## src/rtl/rc4_pkg.sv

```systemverilog
// Shared types for the RC4 key-search sequencer.
//   rc4_state_e : phase controller state encoding
//   KEY_BITS    : default candidate key width (3 bytes of 8 bits)
package rc4_pkg;

  localparam int KEY_BITS = 24;

  typedef enum logic [3:0] {
    ST_IDLE,
    ST_INIT_GO,
    ST_INIT_RUN,
    ST_SHUF_GO,
    ST_SHUF_RUN,
    ST_DEC_GO,
    ST_DEC_RUN,
    ST_NEXT_KEY,
    ST_DONE
  } rc4_state_e;

endpackage

```

## src/rtl/edge_detector.sv

```systemverilog
// Rising-edge detector.
//   clk : clock
//   in  : level input
//   out : high in the cycle where in is high and was low on the previous edge
// The output is combinational so the edge is acted on at the first edge
// that samples the input high.
module edge_detector (
  input  logic clk,
  input  logic in,
  output logic out
);

  logic in_q;

  always_ff @(posedge clk) in_q <= in;

  assign out = in & ~in_q;

endmodule

```

## src/rtl/rc4_phase_controller.sv

```systemverilog
// RC4 key-search phase controller: runs init -> shuffle -> decrypt for each
// candidate key, owns the single-port S-RAM bus, and steps the key until
// decrypt reports a valid plaintext or the key range is exhausted.
//   clk, reset              : clock, synchronous active-high reset
//   start                   : run request (rising edge)
//   busy, done, found, key  : status and current/final candidate key
//   *_start / *_finished    : engine handshake (start level, done pulse)
//   decrypt_valid           : plaintext check result, with decrypt_finished
//   *_address/_ram_in/_write_enable : engine S-RAM requests
//   s_address/s_ram_in/s_write_enable : granted request to the S-RAM
module rc4_phase_controller
  import rc4_pkg::*;
#(
  parameter int RAM_WIDTH  = 8,
  parameter int RAM_LENGTH = 8,
  parameter int KEY_LENGTH = 3,
  parameter int KEY_START  = 0,
  parameter int KEY_END    = 24'h3FFFFF
) (
  input  logic                                   clk,
  input  logic                                   reset,
  input  logic                                   start,
  output logic                                   busy,
  output logic                                   done,
  output logic                                   found,
  output logic [KEY_LENGTH-1:0][RAM_WIDTH-1:0]   key,
  output logic                                   init_start,
  output logic                                   shuffle_start,
  output logic                                   decrypt_start,
  input  logic                                   init_finished,
  input  logic                                   shuffle_finished,
  input  logic                                   decrypt_finished,
  input  logic                                   decrypt_valid,
  input  logic [RAM_LENGTH-1:0]                  init_address,
  input  logic [RAM_LENGTH-1:0]                  shuffle_address,
  input  logic [RAM_LENGTH-1:0]                  decrypt_address,
  input  logic [RAM_WIDTH-1:0]                   init_ram_in,
  input  logic [RAM_WIDTH-1:0]                   shuffle_ram_in,
  input  logic [RAM_WIDTH-1:0]                   decrypt_ram_in,
  input  logic                                   init_write_enable,
  input  logic                                   shuffle_write_enable,
  input  logic                                   decrypt_write_enable,
  output logic [RAM_LENGTH-1:0]                  s_address,
  output logic [RAM_WIDTH-1:0]                   s_ram_in,
  output logic                                   s_write_enable
);

  localparam int              KB        = KEY_LENGTH * RAM_WIDTH;
  localparam logic [KB-1:0]   KEY_FIRST = KB'(KEY_START);
  localparam logic [KB-1:0]   KEY_LAST  = KB'(KEY_END);

  rc4_state_e    state_q, state_d;
  logic [KB-1:0] key_q, key_d;
  logic          found_q, found_d;
  logic          busy_q, busy_d, done_q, done_d;
  logic          init_start_q, init_start_d;
  logic          shuffle_start_q, shuffle_start_d;
  logic          decrypt_start_q, decrypt_start_d;
  logic          start_rise;

  edge_detector u_start_edge (
    .clk (clk),
    .in  (start),
    .out (start_rise)
  );

  always_comb begin
    state_d = state_q;
    key_d   = key_q;
    found_d = found_q;
    case (state_q)
      ST_IDLE, ST_DONE: if (start_rise) begin
        state_d = ST_INIT_GO;
        key_d   = KEY_FIRST;
        found_d = 1'b0;
      end
      // GO states hold the engine start low for one cycle so every engine
      // sees a clean rising edge, even on back-to-back attempts.
      ST_INIT_GO:  state_d = ST_INIT_RUN;
      ST_INIT_RUN: if (init_finished) state_d = ST_SHUF_GO;
      ST_SHUF_GO:  state_d = ST_SHUF_RUN;
      ST_SHUF_RUN: if (shuffle_finished) state_d = ST_DEC_GO;
      ST_DEC_GO:   state_d = ST_DEC_RUN;
      ST_DEC_RUN: if (decrypt_finished) begin
        if (decrypt_valid) begin
          state_d = ST_DONE;
          found_d = 1'b1;
        end else if (key_q == KEY_LAST) begin
          state_d = ST_DONE;
          found_d = 1'b0;
        end else begin
          state_d = ST_NEXT_KEY;
        end
      end
      ST_NEXT_KEY: begin
        key_d   = key_q + 1'b1;
        state_d = ST_INIT_GO;
      end
      default: state_d = ST_IDLE;
    endcase

    // Outputs are registered from the next state so they line up with it.
    init_start_d    = (state_d == ST_INIT_RUN);
    shuffle_start_d = (state_d == ST_SHUF_RUN);
    decrypt_start_d = (state_d == ST_DEC_RUN);
    busy_d          = (state_d != ST_IDLE) && (state_d != ST_DONE);
    done_d          = (state_d == ST_DONE);
  end

  always_ff @(posedge clk) begin
    if (reset) begin
      state_q         <= ST_IDLE;
      key_q           <= KEY_FIRST;
      found_q         <= 1'b0;
      busy_q          <= 1'b0;
      done_q          <= 1'b0;
      init_start_q    <= 1'b0;
      shuffle_start_q <= 1'b0;
      decrypt_start_q <= 1'b0;
    end else begin
      state_q         <= state_d;
      key_q           <= key_d;
      found_q         <= found_d;
      busy_q          <= busy_d;
      done_q          <= done_d;
      init_start_q    <= init_start_d;
      shuffle_start_q <= shuffle_start_d;
      decrypt_start_q <= decrypt_start_d;
    end
  end

  // S-RAM grant: one engine per phase; writes are only honoured in RUN.
  always_comb begin
    s_address      = '0;
    s_ram_in       = '0;
    s_write_enable = 1'b0;
    case (state_q)
      ST_INIT_GO, ST_INIT_RUN: begin
        s_address      = init_address;
        s_ram_in       = init_ram_in;
        s_write_enable = init_write_enable & (state_q == ST_INIT_RUN);
      end
      ST_SHUF_GO, ST_SHUF_RUN: begin
        s_address      = shuffle_address;
        s_ram_in       = shuffle_ram_in;
        s_write_enable = shuffle_write_enable & (state_q == ST_SHUF_RUN);
      end
      ST_DEC_GO, ST_DEC_RUN: begin
        s_address      = decrypt_address;
        s_ram_in       = decrypt_ram_in;
        s_write_enable = decrypt_write_enable & (state_q == ST_DEC_RUN);
      end
      default: ;
    endcase
  end

  assign busy          = busy_q;
  assign done          = done_q;
  assign found         = found_q;
  assign key           = key_q;
  assign init_start    = init_start_q;
  assign shuffle_start = shuffle_start_q;
  assign decrypt_start = decrypt_start_q;

endmodule

```

## config.mk

```make
export PLATFORM = sky130hd
export DESIGN_NAME = rc4_phase_controller
export DESIGN_NICKNAME = d
export VERILOG_FILES = /design/src/rtl/rc4_pkg.sv /design/src/rtl/edge_detector.sv /design/src/rtl/rc4_phase_controller.sv
export SDC_FILE = /design/constraint.sdc
export NUM_CORES = 1
export LEC_CHECK = 0
export BUFFER_PORTS_ARGS = -buffer_cell sky130_fd_sc_hd__buf_2
export CAP_MARGIN = 20
export CORE_ASPECT_RATIO = 2
export CORE_MARGIN = 4
export CORE_UTILIZATION = 25
export CTS_CLUSTER_SIZE = 20
export DETAILED_ROUTE_END_ITERATION = 7
export GPL_ROUTABILITY_DRIVEN = 0
export PLACE_DENSITY = 0.62
export SLEW_MARGIN = 20
export SYNTH_ARGS = -nofsm -noshare
export SYNTH_HDL_FRONTEND = slang
export SYNTH_SLANG_ARGS = --single-unit
```

## constraint.sdc

```tcl
create_clock -name clk -period 1.9 [get_ports clk]
set_input_delay 0.38 -clock clk [delete_from_list [all_inputs] [get_ports clk]]
set_output_delay 0.38 -clock clk [all_outputs]
set_load 0.01 [all_outputs]
```

==> metrics.log, run 1 <==
[metrics] outcome: complete, but fails checks
[metrics] violated checks: negative setup slack
[metrics] non-filler cells, final: 491
[metrics] drt total wl: 8160 um
[metrics] worst setup path class: reg2out
[metrics] Mapped Area: 0.00211 sq mm
[metrics] R2R depth: 6
[metrics] Sink Count: 35
[metrics] Fin. Hold Viols: 0
[metrics] maximum vdd ir drop: 289 uV
[metrics] clock tree from TritonCTS: yes
[metrics] launching point of the worst reg2reg path: key[0]
[metrics] largest net degree at the start of global routing: 33
[metrics] synthesized area per cell: 8.37 sq um
[metrics] register bit count reported by yosys: 35
[metrics] top cell type's share of synthesized area: 33.2%
[metrics] RSZ-0062 raised after global routing: true
[metrics] warnings from Yosys: 0
[metrics] number of diodes: 0
[metrics] Leakage: 1.54 nW
[metrics] PortBufs: 104
[metrics] library cells used by synthesis: 53
[metrics] arrival time of the worst setup path: 1.86 ns
[metrics] fmax: 447 MHz
[metrics] Placed Cells: 471
[metrics] Worst-path clk slew: 0.05 ns
[metrics] endpoint with the worst hold slack: u_start_edge.in_q
[metrics] DRC viols: 0
[metrics] setup clock skew after layout: 0.00364 ns
[metrics] Tot GR Track Use: 15.5%
[metrics] vias per cell: 5.37
[metrics] DR WL/cell: 16.6 um
[metrics] Core Footprint: 0.00823 sq mm
[metrics] Min-Delay Path Class: in2reg
[metrics] DP HPWL: 6120 um
[metrics] register area share after synthesis: 33.2%
[metrics] Final period util: 118%
[metrics] number of synthesized flops with an enable pin: 0
[metrics] setup slack of the critical path after layout: -0.338 ns
[metrics] critical path launch point type: register
[metrics] synthesized net count: 311
[metrics] post-layout minimum cycle time: 2.24 ns
[metrics] Die Y: 138 um
[metrics] transition time of the tightest slew-check pin: 0.617 ns
[metrics] deepest clock path buffer count: 2
[metrics] via count: 2637
[metrics] number of buffers added by the clock tree synthesis step: 5
[metrics] initial detailed-routing violation count: 132
[metrics] hold depth: 1
[metrics] Post-Synthesis Cells: 252
[metrics] length of the first detailed-routing pass in iterations: 6
[metrics] maximum fanout along the worst path: 7
[metrics] max_slew headroom: 58.9%
[metrics] clock root buffer master: sky130_fd_sc_hd__clkbuf_16
[metrics] ys async rst share: 0%
[metrics] ANT nets after route: 0
[metrics] number of top-level design ports: 105
[metrics] Cell Pwr Density: 589 mW/mm^2
[metrics] leading cell types by total area after synthesis: sky130_fd_sc_hd__dfxtp_1, sky130_fd_sc_hd__a222oi_1, sky130_fd_sc_hd__a21oi_1
[metrics] global-route wire length before repair: 12100 um
[metrics] final-report max-slew violation count: 0
[metrics] deepest level of the CTS H-tree: 2
[metrics] hold_buf cts: 0
[metrics] R2R setup slack: 0.07 ns
[metrics] Setup violations, final: 16
[metrics] area added between synthesis and finish: 55.9%
[metrics] number of nets in the layout: 453
[metrics] required time worst endpoint: 1.52 ns
[metrics] total die area: 0.0101 sq mm
[metrics] starting utilization of the core area: 25.6%
[metrics] CP startpoint: state_q[0]
[metrics] Design Power: 1.94 mW
[metrics] final instance area: 0.00329 sq mm
[metrics] sum of negative setup slack: -4.93 ns
[metrics] antenna violations before repair: 0
[metrics] commonest non-fill, non-tap cell in the layout: sky130_fd_sc_hd__buf_2
[metrics] worst hold slack across all endpoints: 0.228 ns
[metrics] aggregate global routing overflow: 0
[metrics] post-synth top area cell: sky130_fd_sc_hd__dfxtp_1
[metrics] instance area after placement: 0.00292 sq mm
[metrics] fraction of final layout cells sized beyond drive strength 1: 44.8%
[metrics] Crit Reg-Reg Endpoint: state_q[1]
[metrics] Worst Hold Launch: start
[metrics] vias in the first global route: 2540
[metrics] die extent in x: 73.0 um
[metrics] Max Cap Viol: 0
[metrics] cell row count: 47
[metrics] clock latency reported for the late side of the worst-skew pair: 0.28 ns
[metrics] primary flip-flop cell chosen by synthesis mapping: sky130_fd_sc_hd__dfxtp_1
[metrics] most used cells in the layout excluding fill and tap cells: sky130_fd_sc_hd__buf_2, sky130_fd_sc_hd__buf_4, sky130_fd_sc_hd__dfxtp_1
[metrics] category of the worst setup path capture point: primary output
[Yosys cell counts (all sizes together), types with 2 or more instances]
master / count
a211oi: 3
a21boi: 3
a21oi: 27
a221oi: 2
a222oi: 16
a311oi: 2
a31oi: 2
a32o: 2
and3: 4
and4: 4
buf: 9
clkbuf: 7
dfxtp: 35
inv: 23
nand2: 13
nand2b: 4
nand3: 9
nand3b: 4
nand4: 6
nor2: 10
nor2b: 2
nor3: 5
o211ai: 3
o21ai: 6
o311ai: 9
o31ai: 4
or3: 9
or3b: 2
or4: 11
xnor2: 2
[how the worst max path moves through the flow]
stage,depth (start not counted),end,slack [ns]
floorplan,6,s_address[2],0.01
global placement,5,s_ram_in[5],-0.09
detailed placement,5,s_ram_in[4],-0.14
CTS,8,s_ram_in[4],-0.30
global route,7,s_ram_in[2],-0.43
finish,7,s_address[3],-0.34
[cell families after synthesis]
logic type      count (synthesis)  share of synthesized area, %
fa+ha+maj                       1                         0.593
flops                          35                          33.2
mux                             1                         0.534
compound gates                 83                          29.1
xor+xnor                        3                          1.25
simple gates                   90                          27.5
buf+inv                        39                          7.77
[per-stage QoR]
| step | setup slack, ns | util [%] |
|---|---|---|
| final | -0.338 | 39.9 |
| after global routing | -0.428 | 39.9 |
| after detailed placement | -0.144 | 35.5 |
| after floorplan | 0.0147 | - |
| after CTS | -0.300 | 38.3 |
| after global placement | -0.0910 | 35.5 |
[metal layers]
layer	vias up	wire length (um)	track usage [%]
met4	0	231	7.39
met5	-	0	0
met3	14	606	2.83
li1	1286	-	-
met1	1216	2700	13.6
met2	121	4620	31.7
[flip-flops by register name, summed over array words and instances, names as in the netlist]
register and cells:
key 24, state_q 4, busy 1, decrypt_start 1
done 1, found 1, init_start 1, shuffle_start 1
u_start_edge.in_q 1
[worst max-delay path: stages (launching register included)]
cell                       delay, ns
sky130_fd_sc_hd__dfxtp_4        0.36
sky130_fd_sc_hd__buf_6          0.12
sky130_fd_sc_hd__or3b_4         0.40
sky130_fd_sc_hd__a21oi_4        0.24
sky130_fd_sc_hd__buf_6          0.16
sky130_fd_sc_hd__a222oi_1       0.10
sky130_fd_sc_hd__inv_1          0.06
sky130_fd_sc_hd__buf_2          0.12
[report_power, final]
group / internal (mW) / switching, mW
sequential: 0.745 / 0.00795
combinational: 0.216 / 0.203
clock: 0.471 / 0.296
total: 1.43 / 0.506
[timing repair]
item / in CTS / in global routing
gates resized for setup: 16 / 10
setup endpoints to repair: 17 / 23
pin swaps: 13 / 17
buffers inserted: 4 / 8
cloned: 1 / 1
[final cells by class]
type                    count  area [sq um]
fillers                   849          4940
flip-flops and latches     35           709
repair buffers            151           945
inverters                  23          86.3
clock buffers               6           129
multi-input cells         178          1300
well taps                  98           123
(Power assumes the default switching activity.)
==> run 2: changes to the inputs <==
--- a/config.mk
+++ b/config.mk
@@ -13,6 +13,7 @@
 export CTS_CLUSTER_SIZE = 20
 export DETAILED_ROUTE_END_ITERATION = 7
 export GPL_ROUTABILITY_DRIVEN = 0
+export GPL_TIMING_DRIVEN = 0
 export PLACE_DENSITY = 0.62
 export SLEW_MARGIN = 20
 export SYNTH_ARGS = -nofsm -noshare
==> metrics.log, run 2 (synthesized netlist as in run 1, its figures left out) <==
[metrics] vias in the first global route: 2589 (+1.9%)
[metrics] required time worst endpoint: 1.52 ns (about the same)
[metrics] final instance area: 0.00310 sq mm (-5.8%)
[metrics] aggregate global routing overflow: 0 (unchanged)
[metrics] clock tree from TritonCTS: yes
[metrics] clock latency reported for the late side of the worst-skew pair: 0.28 ns (about the same)
[metrics] total die area: 0.0101 sq mm (unchanged)
[metrics] Fin. Hold Viols: 0 (unchanged)
[metrics] Max Cap Viol: 0 (unchanged)
[metrics] initial detailed-routing violation count: 133 (+0.76%)
[metrics] maximum vdd ir drop: 330 uV (+14%)
[metrics] Placed Cells: 454 (-3.6%)
[metrics] antenna violations before repair: 0 (unchanged)
[metrics] instance area after placement: 0.00275 sq mm (-5.8%)
[metrics] launching point of the worst reg2reg path: state_q[1]
[metrics] critical path launch point type: register
[metrics] Die Y: 138 um (unchanged)
[metrics] area added between synthesis and finish: 46.8%
[metrics] number of top-level design ports: 105 (unchanged)
[metrics] DRC viols: 0 (unchanged)
[metrics] Leakage: 1.42 nW (-8.0%)
[metrics] via count: 2593 (-1.7%)
[metrics] starting utilization of the core area: 25.6% (unchanged)
[metrics] R2R setup slack: -0.14 ns (-0.21 ns)
[metrics] number of buffers added by the clock tree synthesis step: 5 (unchanged)
[metrics] Worst Hold Launch: start
[metrics] commonest non-fill, non-tap cell in the layout: sky130_fd_sc_hd__buf_2
[metrics] number of nets in the layout: 433 (-4.4%)
[metrics] endpoint with the worst hold slack: u_start_edge.in_q
[metrics] fraction of the core area covered by cells at the end of the flow: 37.6% (-2.3 points)
[metrics] Setup violations, final: 27 (+11)
[metrics] max_slew headroom: 51.1% (-7.8 points)
[metrics] Tot GR Track Use: 15.4% (-0.11 points)
[metrics] DP HPWL: 6260 um (+2.2%)
[metrics] transition time of the tightest slew-check pin: 0.728 ns (+0.111 ns)
[metrics] most used cells in the layout excluding fill and tap cells: sky130_fd_sc_hd__buf_2, sky130_fd_sc_hd__dfxtp_1, sky130_fd_sc_hd__a21oi_1
[metrics] post-layout minimum cycle time: 2.19 ns (-0.0516 ns)
[metrics] violated checks: negative setup slack
[metrics] fmax: 457 MHz (+2.4%)
[metrics] sum of negative setup slack: -5.03 ns (-0.103 ns)
[metrics] Final period util: 115% (-2.7 points)
[metrics] final-report max-slew violation count: 0 (unchanged)
[metrics] flip-flop count of the largest register after layout: 24 (unchanged)
[metrics] Min-Delay Path Class: in2reg
[metrics] drt total wl: 7830 um (-4.0%)
[metrics] length of the first detailed-routing pass in iterations: 5 (-1)
[metrics] non-filler cells, final: 473 (-3.7%)
[metrics] setup slack of the critical path after layout: -0.286 ns (+0.0516 ns)
[metrics] Cell Pwr Density: 616 mW/mm^2 (+4.6%)
[metrics] ANT nets after route: 0 (unchanged)
[metrics] outcome: complete, but fails checks
[metrics] Worst-path clk slew: 0.06 ns (about the same)
[metrics] setup clock skew after layout: 0.00258 ns (-0.00106 ns)
[metrics] die extent in x: 73.0 um (unchanged)
[metrics] Core Footprint: 0.00823 sq mm (unchanged)
[metrics] RSZ-0062 raised after global routing: true
[metrics] worst setup path class: reg2out
[metrics] vias per cell: 5.48 (+2.1%)
[metrics] R2R depth: 6 (unchanged)
[metrics] DR WL/cell: 16.6 um (-0.34%)
[metrics] deepest level of the CTS H-tree: 2 (unchanged)
[metrics] clock root buffer master: sky130_fd_sc_hd__clkbuf_16
[metrics] worst hold slack across all endpoints: 0.222 ns (-0.00643 ns)
[metrics] arrival time of the worst setup path: 1.81 ns (-0.05 ns)
[metrics] Sink Count: 35 (unchanged)
[metrics] fraction of final layout cells sized beyond drive strength 1: 42.9% (-1.9 points)
[metrics] global-route wire length before repair: 12000 um (-0.63%)
[metrics] largest net degree at the start of global routing: 12 (-64%)
[metrics] cell row count: 47 (unchanged)
[metrics] number of diodes: 0 (unchanged)
[metrics] category of the worst setup path capture point: primary output
[metrics] hold depth: 1 (unchanged)
[metrics] PortBufs: 104 (unchanged)
[metrics] deepest clock path buffer count: 2 (unchanged)
[metrics] maximum fanout along the worst path: 6 (-1)
[metrics] Crit Reg-Reg Endpoint: key[22]
[run 2: how the worst max path moves through the flow]
| stage | from | slack, ns | endpoint |
|---|---|---|---|
| 4_1_cts | state_q[0] | -0.27 | s_address[1] |
| 3_3_place_gp | state_q[0] | -0.30 | s_ram_in[1] |
| 3_5_place_dp | state_q[0] | -0.32 | s_ram_in[1] |
| 5_1_grt | state_q[0] | -0.35 | s_address[2] |
| 2_1_floorplan | state_q[0] | 0.01 | s_address[2] |
| 6_report | state_q[0] | -0.29 | s_address[1] |
[run 2: routing by layer]
layer | vias to the layer above | wire [um] | track usage (%)
li1 | 1249 | - | -
met4 | 0 | 272 | 8.83
met2 | 124 | 4270 | 31.2
met3 | 20 | 719 | 3.85
met5 | - | 0 | 0
met1 | 1200 | 2570 | 12.5
[run 2: layout make-up]
| type | count | area, sq um |
|---|---|---|
| Clock inverter | 3 | 15.0 |
| Fill cell | 871 | 5140 |
| Multi-Input combinational cell | 178 | 1310 |
| Buffer | 16 | 111 |
| Inverter | 23 | 86.3 |
| Clock buffer | 5 | 125 |
| Timing Repair Buffer | 115 | 613 |
| Tap cell | 98 | 123 |
| Sequential cell | 35 | 713 |
[run 2: critical path: stages (launching register included)]
cell                       delay [ns]
sky130_fd_sc_hd__dfxtp_2         0.32
sky130_fd_sc_hd__buf_6           0.13
sky130_fd_sc_hd__or3b_4          0.38
sky130_fd_sc_hd__a21oi_4         0.22
sky130_fd_sc_hd__buf_6           0.14
sky130_fd_sc_hd__a222oi_1        0.09
sky130_fd_sc_hd__inv_1           0.10
sky130_fd_sc_hd__buf_2           0.13
[run 2: per-stage QoR]
step,power [mW],setup slack [ns]
finish,1.91,-0.286
global route,1.98,-0.351
CTS,1.91,-0.267
detailed placement,1.07,-0.319
global placement,1.07,-0.295
floorplan,0.927,0.0147
[run 2: timing repair]
item | 4_1_cts | 5_1_grt
hold buffers | 0 | 0
endpoints found under the hold margin | 0 | 0
gates cloned | 0 | 0
buffers inserted | 8 | 3
resized for setup | 24 | 12
pin swaps | 11 | 5
setup endpoints to repair | 36 | 43
[run 2: power breakdown]
group	total [mW]	internal [mW]	leakage, nW	switching, mW
Combinational	0.351	0.167	1.06	0.183
Clock	0.805	0.478	0.0733	0.326
Sequential	0.753	0.745	0.287	0.00800
==> run 3: changes to the inputs <==
--- a/config.mk
+++ b/config.mk
@@ -5,16 +5,16 @@
 export SDC_FILE = /design/constraint.sdc
 export NUM_CORES = 1
 export LEC_CHECK = 0
-export BUFFER_PORTS_ARGS = -buffer_cell sky130_fd_sc_hd__buf_2
 export CAP_MARGIN = 20
 export CORE_ASPECT_RATIO = 2
 export CORE_MARGIN = 4
 export CORE_UTILIZATION = 25
 export CTS_CLUSTER_SIZE = 20
 export DETAILED_ROUTE_END_ITERATION = 7
+export DONT_BUFFER_PORTS = 1
 export GPL_ROUTABILITY_DRIVEN = 0
 export GPL_TIMING_DRIVEN = 0
-export PLACE_DENSITY = 0.62
+export PLACE_DENSITY = 0.51
 export SLEW_MARGIN = 20
 export SYNTH_ARGS = -nofsm -noshare
 export SYNTH_HDL_FRONTEND = slang
==> metrics.log, run 3 (synthesized netlist as in run 1, its figures left out) <==
[metrics] total die area: 0.0101 sq mm (unchanged)
[metrics] global-route wire length before repair: 11200 um (-6.9%)
[metrics] Min-Delay Path Class: in2reg
[metrics] dominant cell type by count on the critical path: sky130_fd_sc_hd__buf_6
[metrics] Worst-path clk slew: 0.05 ns (about the same)
[metrics] worst hold slack across all endpoints: 0.120 ns (-0.101 ns)
[metrics] violated checks: negative setup slack
[metrics] CP startpoint: state_q[0]
[metrics] Fin. Hold Viols: 0 (unchanged)
[metrics] Final period util: 112% (-3.5 points)
[metrics] DR WL/cell: 20.6 um (+24%)
[metrics] via count: 2152 (-17%)
[metrics] fraction of final layout cells sized beyond drive strength 1: 24.8% (-18 points)
[metrics] R2R depth: 5 (-1)
[metrics] critical path launch point type: register
[metrics] clock tree from TritonCTS: yes
[metrics] PortBufs: 0 (-100%)
[metrics] number of buffers added by the clock tree synthesis step: 5 (unchanged)
[metrics] Core Footprint: 0.00823 sq mm (unchanged)
[metrics] Sink Count: 35 (unchanged)
[metrics] Die Y: 138 um (unchanged)
[metrics] Worst Setup Slack post-DPL: -0.348 ns (-0.0289 ns)
[metrics] number of nets in the layout: 326 (-25%)
[metrics] vias per cell: 5.91 (+7.8%)
[metrics] final-report max-slew violation count: 0 (unchanged)
[metrics] launching point of the worst reg2reg path: key[5]
[metrics] transition time of the tightest slew-check pin: 0.531 ns (-0.197 ns)
[metrics] outcome: complete, but fails checks
[metrics] die extent in x: 73.0 um (unchanged)
[metrics] crit-path cells: buf_6 -> or3b_4 -> a21oi_4 -> buf_6 -> a222oi_1 -> inv_1
[metrics] fmax: 472 MHz (+3.1%)
[metrics] hold_buf cts: 0 (unchanged)
[metrics] largest net degree at the start of global routing: 11 (-1)
[metrics] required time worst endpoint: 1.52 ns (about the same)
[metrics] drt total wl: 7490 um (-4.3%)
[metrics] deepest clock path buffer count: 2 (unchanged)
[metrics] length of the first detailed-routing pass in iterations: 5 (unchanged)
[metrics] R2R setup slack: 0.10 ns (+0.24 ns)
[metrics] flip-flop count of the largest register after layout: 24 (unchanged)
[metrics] most used cells in the layout excluding fill and tap cells: sky130_fd_sc_hd__a21oi_1, sky130_fd_sc_hd__inv_1, sky130_fd_sc_hd__a222oi_1
[metrics] post-layout minimum cycle time: 2.12 ns (-0.0657 ns)
[metrics] commonest non-fill, non-tap cell in the layout: sky130_fd_sc_hd__a21oi_1
[metrics] DRC viols: 0 (unchanged)
[metrics] deepest level of the CTS H-tree: 2 (unchanged)
[metrics] arrival time of the worst setup path: 1.74 ns (-0.07 ns)
[metrics] setup slack of the critical path after layout: -0.220 ns (+0.0657 ns)
[metrics] maximum vdd ir drop: 294 uV (-11%)
[metrics] worst setup path class: reg2out
[metrics] Cell Pwr Density: 682 mW/mm^2 (+11%)
[metrics] max_slew headroom: 64.6% (+14 points)
[metrics] Tot GR Track Use: 14.8% (-0.58 points)
[metrics] delay of the slowest cell on the worst path: 0.38 ns (about the same)
[metrics] DP HPWL: 5870 um (-6.3%)
[metrics] cell row count: 47 (unchanged)
[metrics] RSZ-0062 raised after global routing: true
[metrics] Max Cap Viol: 0 (unchanged)
[metrics] vias in the first global route: 2088 (-19%)
[metrics] initial detailed-routing violation count: 124 (-6.8%)
[metrics] area added between synthesis and finish: 23.0%
[metrics] starting utilization of the core area: 25.6% (unchanged)
[metrics] timing endpoint of the critical path: s_ram_in[6]
[metrics] clock root buffer master: sky130_fd_sc_hd__clkbuf_16
[metrics] Crit Reg-Reg Endpoint: key[22]
[metrics] aggregate global routing overflow: 0 (unchanged)
[metrics] antenna violations before repair: 0 (unchanged)
[metrics] category of the worst setup path capture point: primary output
[metrics] Leakage: 0.931 nW (-34%)
[metrics] clock latency reported for the late side of the worst-skew pair: 0.28 ns (about the same)
[metrics] number of top-level design ports: 105 (unchanged)
[metrics] maximum fanout along the worst path: 5 (-1)
[metrics] setup clock skew after layout: 0.00379 ns (+0.00121 ns)
[metrics] number of diodes: 0 (unchanged)
[metrics] Critical Path Slowest Stage Cell: sky130_fd_sc_hd__or3b_4
[metrics] Setup violations, final: 16 (-41%)
[metrics] ANT nets after route: 0 (unchanged)
-- run 3: critical path: cells and delay by family (launching register included) --
kind	cells	cell delay, ns
AND/OR/NAND/NOR	1	0.38
buffers and inverters	3	0.41
AO/OA/AOI/OAI	2	0.34
flip-flops	1	0.32
-- run 3: power by group --
part           switching [mW]  internal (mW)
clock network           0.300          0.471
logic                   0.152         0.0964
registers              0.0119          0.738
total                   0.464           1.31
-- run 3: layout make-up --
cell class	instances	area (sq um)
fillers	877	5640
multi-input cells	178	1340
flip-flops and latches	35	741
clock buffers	6	129
well taps	98	123
plain buffers	16	111
inverters	23	86.3
repair buffers	8	67.6
-- run 3: worst min-delay path by stage --
stage          startpoint                 to  cells past startpoint
3_5_place_dp        start  u_start_edge.in_q                      0
5_1_grt             start  u_start_edge.in_q                      0
6_report            start  u_start_edge.in_q                      0
4_1_cts             start  u_start_edge.in_q                      0
3_3_place_gp        start  u_start_edge.in_q                      0
2_1_floorplan       start  u_start_edge.in_q                      0
-- run 3: layer usage --
| metal | wire (um) | track usage (%) |
|---|---|---|
| met4 | 112 | 5.24 |
| met1 | 2350 | 11.8 |
| met2 | 4340 | 30.8 |
| met3 | 691 | 5.22 |
| met5 | 0 | 0 |
-- run 3: timing repair --
action,in CTS,in global routing
endpoints found under the hold margin,0,0
setup endpoints to repair,41,32
pin swaps,20,4
gates resized for setup,39,23
gates cloned,1,0
buffers inserted,5,2
-- run 3: per-stage QoR --
step / cells / utilization [%] / total power [mW] / setup TNS, ns / instance area, sq um
after floorplan: 252 / - / 0.927 / 0 / 2110
after global placement: 350 / 27.1 / 0.973 / -7.15 / 2230
after detailed placement: 350 / 27.1 / 0.974 / -6.73 / 2230
after CTS: 362 / 30.8 / 1.79 / -3.00 / 2540
after global routing: 364 / 31.5 / 1.83 / -3.77 / 2590
final: 364 / 31.5 / 1.77 / -3.00 / 2590
